$ cat config.mk
export PLATFORM = sky130hd
export DESIGN_NAME = egg_control
export DESIGN_NICKNAME = d
export VERILOG_FILES = /design/src/rtl/egg_control.sv
export SDC_FILE = /design/constraint.sdc
export NUM_CORES = 1
export LEC_CHECK = 0
export CAP_MARGIN = 20
export CORE_MARGIN = 2
export CORE_UTILIZATION = 40
export CTS_CLUSTER_DIAMETER = 30
export DETAILED_ROUTE_END_ITERATION = 12
export PLACE_DENSITY = 0.75
export SLEW_MARGIN = 40
export SYNTH_ARGS = -nofsm -noshare
export SYNTH_HDL_FRONTEND = slang
export SYNTH_SLANG_ARGS = --single-unit
$ cat constraint.sdc
create_clock -name clk -period 1.95 [get_ports clk]
set_input_delay 0.2925 -clock clk [delete_from_list [all_inputs] [get_ports clk]]
set_output_delay 0.2925 -clock clk [all_outputs]
set_load 0.05 [all_outputs]
$ cat src/rtl/egg_control.sv
// -----------------------------------------------------------------------------
// egg_control
//
// Control FSM for a kitchen egg timer. It owns the MM:SS setpoint (entered with
// the minute/second buttons while idle), asks the external BCD countdown timer
// to load that setpoint, gates the countdown (run/pause), and drives the alarm
// for ALARM_SECS seconds once the countdown reaches zero.
//
// Parameters
//   ALARM_SECS   number of tick_1Hz strobes the alarm stays on (1..255)
//
// Ports
//   clk            system clock, rising edge
//   reset          asynchronous active-low reset
//   tick_1Hz       one-cycle strobe, once per second
//   btn_start      start / pause / resume pulse
//   btn_min        increment minutes setpoint pulse
//   btn_sec        increment seconds setpoint pulse
//   btn_clear      clear setpoint / abort pulse
//   cnt_zero       countdown timer digits are all zero
//   load_min_tens  setpoint, BCD minutes tens digit
//   load_min_ones  setpoint, BCD minutes ones digit
//   load_sec_tens  setpoint, BCD seconds tens digit (0..5)
//   load_sec_ones  setpoint, BCD seconds ones digit
//   load           timer load request
//   enable         countdown enable
//   enable_timer   timer active (low: timer forces its digits to zero)
//   alarm          buzzer / LED drive
//   state          state code: IDLE=0 LOAD=1 RUN=2 PAUSE=3 ALARM=4
// -----------------------------------------------------------------------------
module egg_control #(
    parameter int ALARM_SECS = 30
) (
    input  logic       clk,
    input  logic       reset,
    input  logic       tick_1Hz,
    input  logic       btn_start,
    input  logic       btn_min,
    input  logic       btn_sec,
    input  logic       btn_clear,
    input  logic       cnt_zero,
    output logic [3:0] load_min_tens,
    output logic [3:0] load_min_ones,
    output logic [3:0] load_sec_tens,
    output logic [3:0] load_sec_ones,
    output logic       load,
    output logic       enable,
    output logic       enable_timer,
    output logic       alarm,
    output logic [2:0] state
);

    typedef enum logic [2:0] {
        IDLE  = 3'd0,
        LOAD  = 3'd1,
        RUN   = 3'd2,
        PAUSE = 3'd3,
        ALARM = 3'd4
    } state_t;

    // The one button that wins this cycle; everything else is dropped.
    typedef enum logic [2:0] {
        BTN_NONE,
        BTN_CLEAR,
        BTN_START,
        BTN_MIN,
        BTN_SEC
    } btn_t;

    state_t     cur_state;
    state_t     nxt_state;
    btn_t       btn;
    logic       armed;
    logic [7:0] alarm_cnt;
    logic       setpoint_nonzero;

    // Two-digit BCD increment that wraps to 00 after {tens_max, 9}.
    function automatic logic [7:0] bcd_inc(input logic [3:0] tens,
                                           input logic [3:0] ones,
                                           input logic [3:0] tens_max);
        logic [7:0] r;
        if (ones == 4'd9) begin
            if (tens == tens_max) r = 8'h00;
            else                  r = {tens + 4'd1, 4'd0};
        end else begin
            r = {tens, ones + 4'd1};
        end
        return r;
    endfunction

    // Fixed-priority button resolution: clear > start > min > sec.
    always_comb begin
        if      (btn_clear) btn = BTN_CLEAR;
        else if (btn_start) btn = BTN_START;
        else if (btn_min)   btn = BTN_MIN;
        else if (btn_sec)   btn = BTN_SEC;
        else                btn = BTN_NONE;
    end

    assign setpoint_nonzero = |{load_min_tens, load_min_ones,
                                load_sec_tens, load_sec_ones};

    always_comb begin
        // NOTE: default first so every path assigns nxt_state and no latch is inferred.
        nxt_state = cur_state;
        case (cur_state)
            IDLE: begin
                if (btn == BTN_START && setpoint_nonzero) nxt_state = LOAD;
            end
            LOAD: begin
                // Buttons are ignored here; only the tick moves us on.
                if (tick_1Hz) nxt_state = RUN;
            end
            RUN: begin
                if      (btn == BTN_CLEAR)   nxt_state = IDLE;
                else if (btn == BTN_START)   nxt_state = PAUSE;
                else if (armed && cnt_zero)  nxt_state = ALARM;
            end
            PAUSE: begin
                if      (btn == BTN_CLEAR) nxt_state = IDLE;
                else if (btn == BTN_START) nxt_state = RUN;
            end
            ALARM: begin
                // Any button silences; otherwise leave on the tick that
                // takes the counter from 1 to 0.
                if (btn != BTN_NONE)                     nxt_state = IDLE;
                else if (tick_1Hz && alarm_cnt <= 8'd1)  nxt_state = IDLE;
            end
            default: nxt_state = IDLE;
        endcase
    end

    // Outputs are registered from the next state so they line up with the
    // state register and depend on state alone.
    // NOTE: every register here, including the alarm counter, is cleared by the
    // asynchronous reset so an abort never leaves a stale load pulse behind.
    always_ff @(posedge clk or negedge reset) begin
        if (!reset) begin
            cur_state    <= IDLE;
            load         <= 1'b0;
            enable       <= 1'b0;
            enable_timer <= 1'b0;
            alarm        <= 1'b0;
            armed        <= 1'b0;
            alarm_cnt    <= 8'd0;
        end else begin
            // NOTE: non-blocking so all registers update from the same pre-edge values.
            cur_state    <= nxt_state;
            load         <= (nxt_state == LOAD);
            enable       <= (nxt_state == RUN);
            enable_timer <= (nxt_state != IDLE);
            alarm        <= (nxt_state == ALARM);

            // armed guards against alarming on the stale zero the timer shows
            // right after a load, before it has counted anything.
            if (cur_state != LOAD && nxt_state == LOAD) armed <= 1'b0;
            else if (cur_state == RUN && !cnt_zero)     armed <= 1'b1;

            if (cur_state != ALARM && nxt_state == ALARM)
                alarm_cnt <= 8'(ALARM_SECS);
            else if (nxt_state == IDLE)
                alarm_cnt <= 8'd0;
            else if (cur_state == ALARM && tick_1Hz && alarm_cnt != 8'd0)
                alarm_cnt <= alarm_cnt - 8'd1;
        end
    end

    // Setpoint registers: only editable while idle, kept on every exit to idle.
    always_ff @(posedge clk or negedge reset) begin
        if (!reset) begin
            load_min_tens <= 4'd0;
            load_min_ones <= 4'd0;
            load_sec_tens <= 4'd0;
            load_sec_ones <= 4'd0;
        end else if (cur_state == IDLE) begin
            case (btn)
                BTN_CLEAR: begin
                    load_min_tens <= 4'd0;
                    load_min_ones <= 4'd0;
                    load_sec_tens <= 4'd0;
                    load_sec_ones <= 4'd0;
                end
                BTN_MIN: {load_min_tens, load_min_ones} <=
                    bcd_inc(load_min_tens, load_min_ones, 4'd9);
                BTN_SEC: {load_sec_tens, load_sec_ones} <=
                    bcd_inc(load_sec_tens, load_sec_ones, 4'd5);
                default: ;
            endcase
        end
    end

    assign state = cur_state;

endmodule

==> results.cfg <==
[clock_network]
clock-sinks = 32
tritoncts.num_buffers = 5
ctsRootBufferMaster = clkbuf_8
cts_tree = yes
postCtsHoldBufs = 0
clkTransAtPathRegs_ns = 0.07
cts_setup_buffers = 0
worstSkewPairLatency_ns = 0.29
clock_tree.buffer_depth = 2
cts_htree_levels = 2

[finish]
antennaDiodeCount = 0
layout_commonest_cell = buf_4
multi_input_gate_area_um2 = 1190
layout.filler_cells = 431
ff_latch_area_um2 = 808
most-common-layout-cells = buf_4 (58), clkdlybuf4s50_1 (27), dfrtp_1 (26), inv_1 (19), ha_1 (14)
drive_gt1_share_pct = 33.4
layout-area-overhead-vs-synth_pct = 45.9
net_total_in_the_final_layout = 308
final_design_area_no_fill_um2 = 2950

[pwr]
worst_vdd_drop_v = 0.000586
cellPowerDensity_nw_per_um2 = 769
leak_pwr_nw = 1.32

[setup_path]
slowest_stage = clkdlybuf4s50_1
timing.critical_path.from_type = register
timing.critical_path.slowest_cell_delay_ns = 0.80
cell_class_contributing_the_biggest_share_of_worst_path_delay = buffers and inverters
critical_path_required_ns = 1.66
worst-path-max-fanout = 4
timing.critical_path.cells = buf_4 -> clkdlybuf4s50_1
crit_type = reg -> out
worstSetupEndpointType = output pin
cp_data_arrival_time_ns = 1.60
worst-path-buf-inv = 2

[placed_design]
dp_worst_setup_slack_ns = -0.324
numPortBuffers = 30
gp_routability_congestion = 0.851
placed_cell_area_um2 = 2780
hpwl_um = 3820

[timing]
final.min_clock_period_ns = 1.89
finalSetupViolCount = 0
worstMarginPinSlew_ns = 0.506
worst_case_hold_slack_ns = 0.395
timing_hold_violations_final = 0
setup-tns-final_ns = 0
rsz_0062_raised_after_global_routing = yes
fin_crit_share_pct = 97.1
finClkSkew_ns = 0.00669
final-max-slew-violation-count = 0
timing.slew.headroom_pct = 66.2
final.setup.worst_slack_ns = 0.0565
max_freq_mhz = 528

[synthesis]
postSynth.asyncResetShare_pct = 100
ys_seq_area_share_pct = 39.6
postSynth.topFlopCell = dfrtp_1
number_of_different_library_cells_in_the_post_synthesis_netlist = 48
syn_avg_cell_area_um2 = 10.1
synth_top_area_cell = dfrtp_1
syn_inst = 201
synth_edf_count = 0
synth_seq_cells = 32
synthDominantCellAreaShare_pct = 39.6
synth.yosys.warnings = 0
synthesis.nets = 223
mappedNetlistArea_um2 = 2020
synth_area_leaders = dfrtp_1 (40%), ha_1 (8.7%), inv_1 (3.5%)

[detailed_routing]
routed_via_density = 5.27
remaining_drc_errors = 0
vias = 1866
detailed_router_iteration_count_before_antenna_repair = 4
wire_per_inst_um = 14.3
drtAntennaViolNets = 0
drt_wl_total_um = 5070
first_iter_violations = 65

[global_route]
globalRouteTotalUtil_pct = 20.3
overflow = 0
groute.layer.met3.usage_pct = 5.22
grt_max_degree = 33
grt_pass1_wl_um = 8570
gr_util_met2_pct = 33.0
busiest_layer = met2
grt_pass1_vias = 1877
groute.layer.met1.usage_pct = 26.8
number_of_antenna_violations_at_the_first_check_in_global_routing = 0

[die]
floorplan.die_area_um2 = 5650
dieWidth_um = 75.1
dieHeight_um = 75.1
io-pin-count = 31
core-area_um2 = 4820
fp-row-count = 25
start_util_pct = 42.0

[outcome]
outcome = finished clean

[flow_run]
drv.max_cap_violation_count = 0

[worst_hold_path]
hp-class = in -> async
-- path summary, 6_finish.rpt --
check,slack (ns),endpoint,cells after the start,from
max,0.06,load_min_ones[2],2,load_min_ones[2]
min,0.40,load_sec_ones[2],2,reset
max reg2reg,0.06,load_sec_tens[2],7,load_sec_ones[0]
min reg2reg,0.50,armed,1,armed
max in group asynchronous,1.22,state[1],2,reset
min in group clk,0.50,armed,1,armed
-- through the flow --
| stage | utilization, % | instances | total power, W |
|---|---|---|---|
| 6_report | 61.3 | 354 | 0.00227 |
| 5_1_grt | 61.3 | 354 | 0.00238 |
| 4_1_cts | 60.0 | 354 | 0.00225 |
| 3_5_place_dp | 57.7 | 346 | 0.00172 |
| 3_3_place_gp | 57.7 | 346 | 0.00170 |
| 2_1_floorplan | - | 201 | 0.00138 |
-- area by class of cell --
type,count,area share [%]
multi-input combinational,142,40.2
sequential,32,27.4
timing repair buffer,86,24.2
clock buffer,8,3.05
tap,67,2.84
inverter,19,2.41
-- layer usage --
| layer | share of wire (%) | vias to the layer above |
|---|---|---|
| li1 | - | 920 |
| met1 | 47 | 909 |
| met2 | 48 | 32 |
| met3 | 3.8 | 5 |
| met4 | 1.2 | 0 |
| met5 | 0 | - |
-- cells by family after synthesis --
family | synth area share, %
AO/OA/AOI/OAI | 17.1
XOR/XNOR | 2.16
adder cells (fa/ha/maj) | 8.65
buffers and inverters | 6.18
flip-flops | 39.6
multiplexers | 3.71
AND/OR/NAND/NOR | 22.6
-- where the power goes --
group / internal [W] / switching (W)
combinational: 0.000394 / 0.000553
sequential: 0.000732 / 0.0000632
clock: 0.000288 / 0.000240
total: 0.00141 / 0.000857
-- cell usage after synthesis (all sizes together), types with 5 or more instances --
master,instances
a311oi,5
nor3b,5
o21ai,11
nand3,7
nor2,12
nor4b,6
inv,19
dfrtp,32
ha,14
nand2,8
-- sequential cells by signal, indices dropped and copies added, names as in the netlist --
register and cells:
alarm_cnt 8, enable 1, enable_timer 1, load_min_ones 4
load 1, load_sec_ones 4, alarm 1, armed 1
state 3, load_min_tens 4, load_sec_tens 4
-- repair_timing --
item,in CTS,in global routing
gates cloned,0,0
pin swaps,0,1
resized for setup,5,12
endpoints found under the setup margin,12,14
Power figures use the tool's default switching activity.
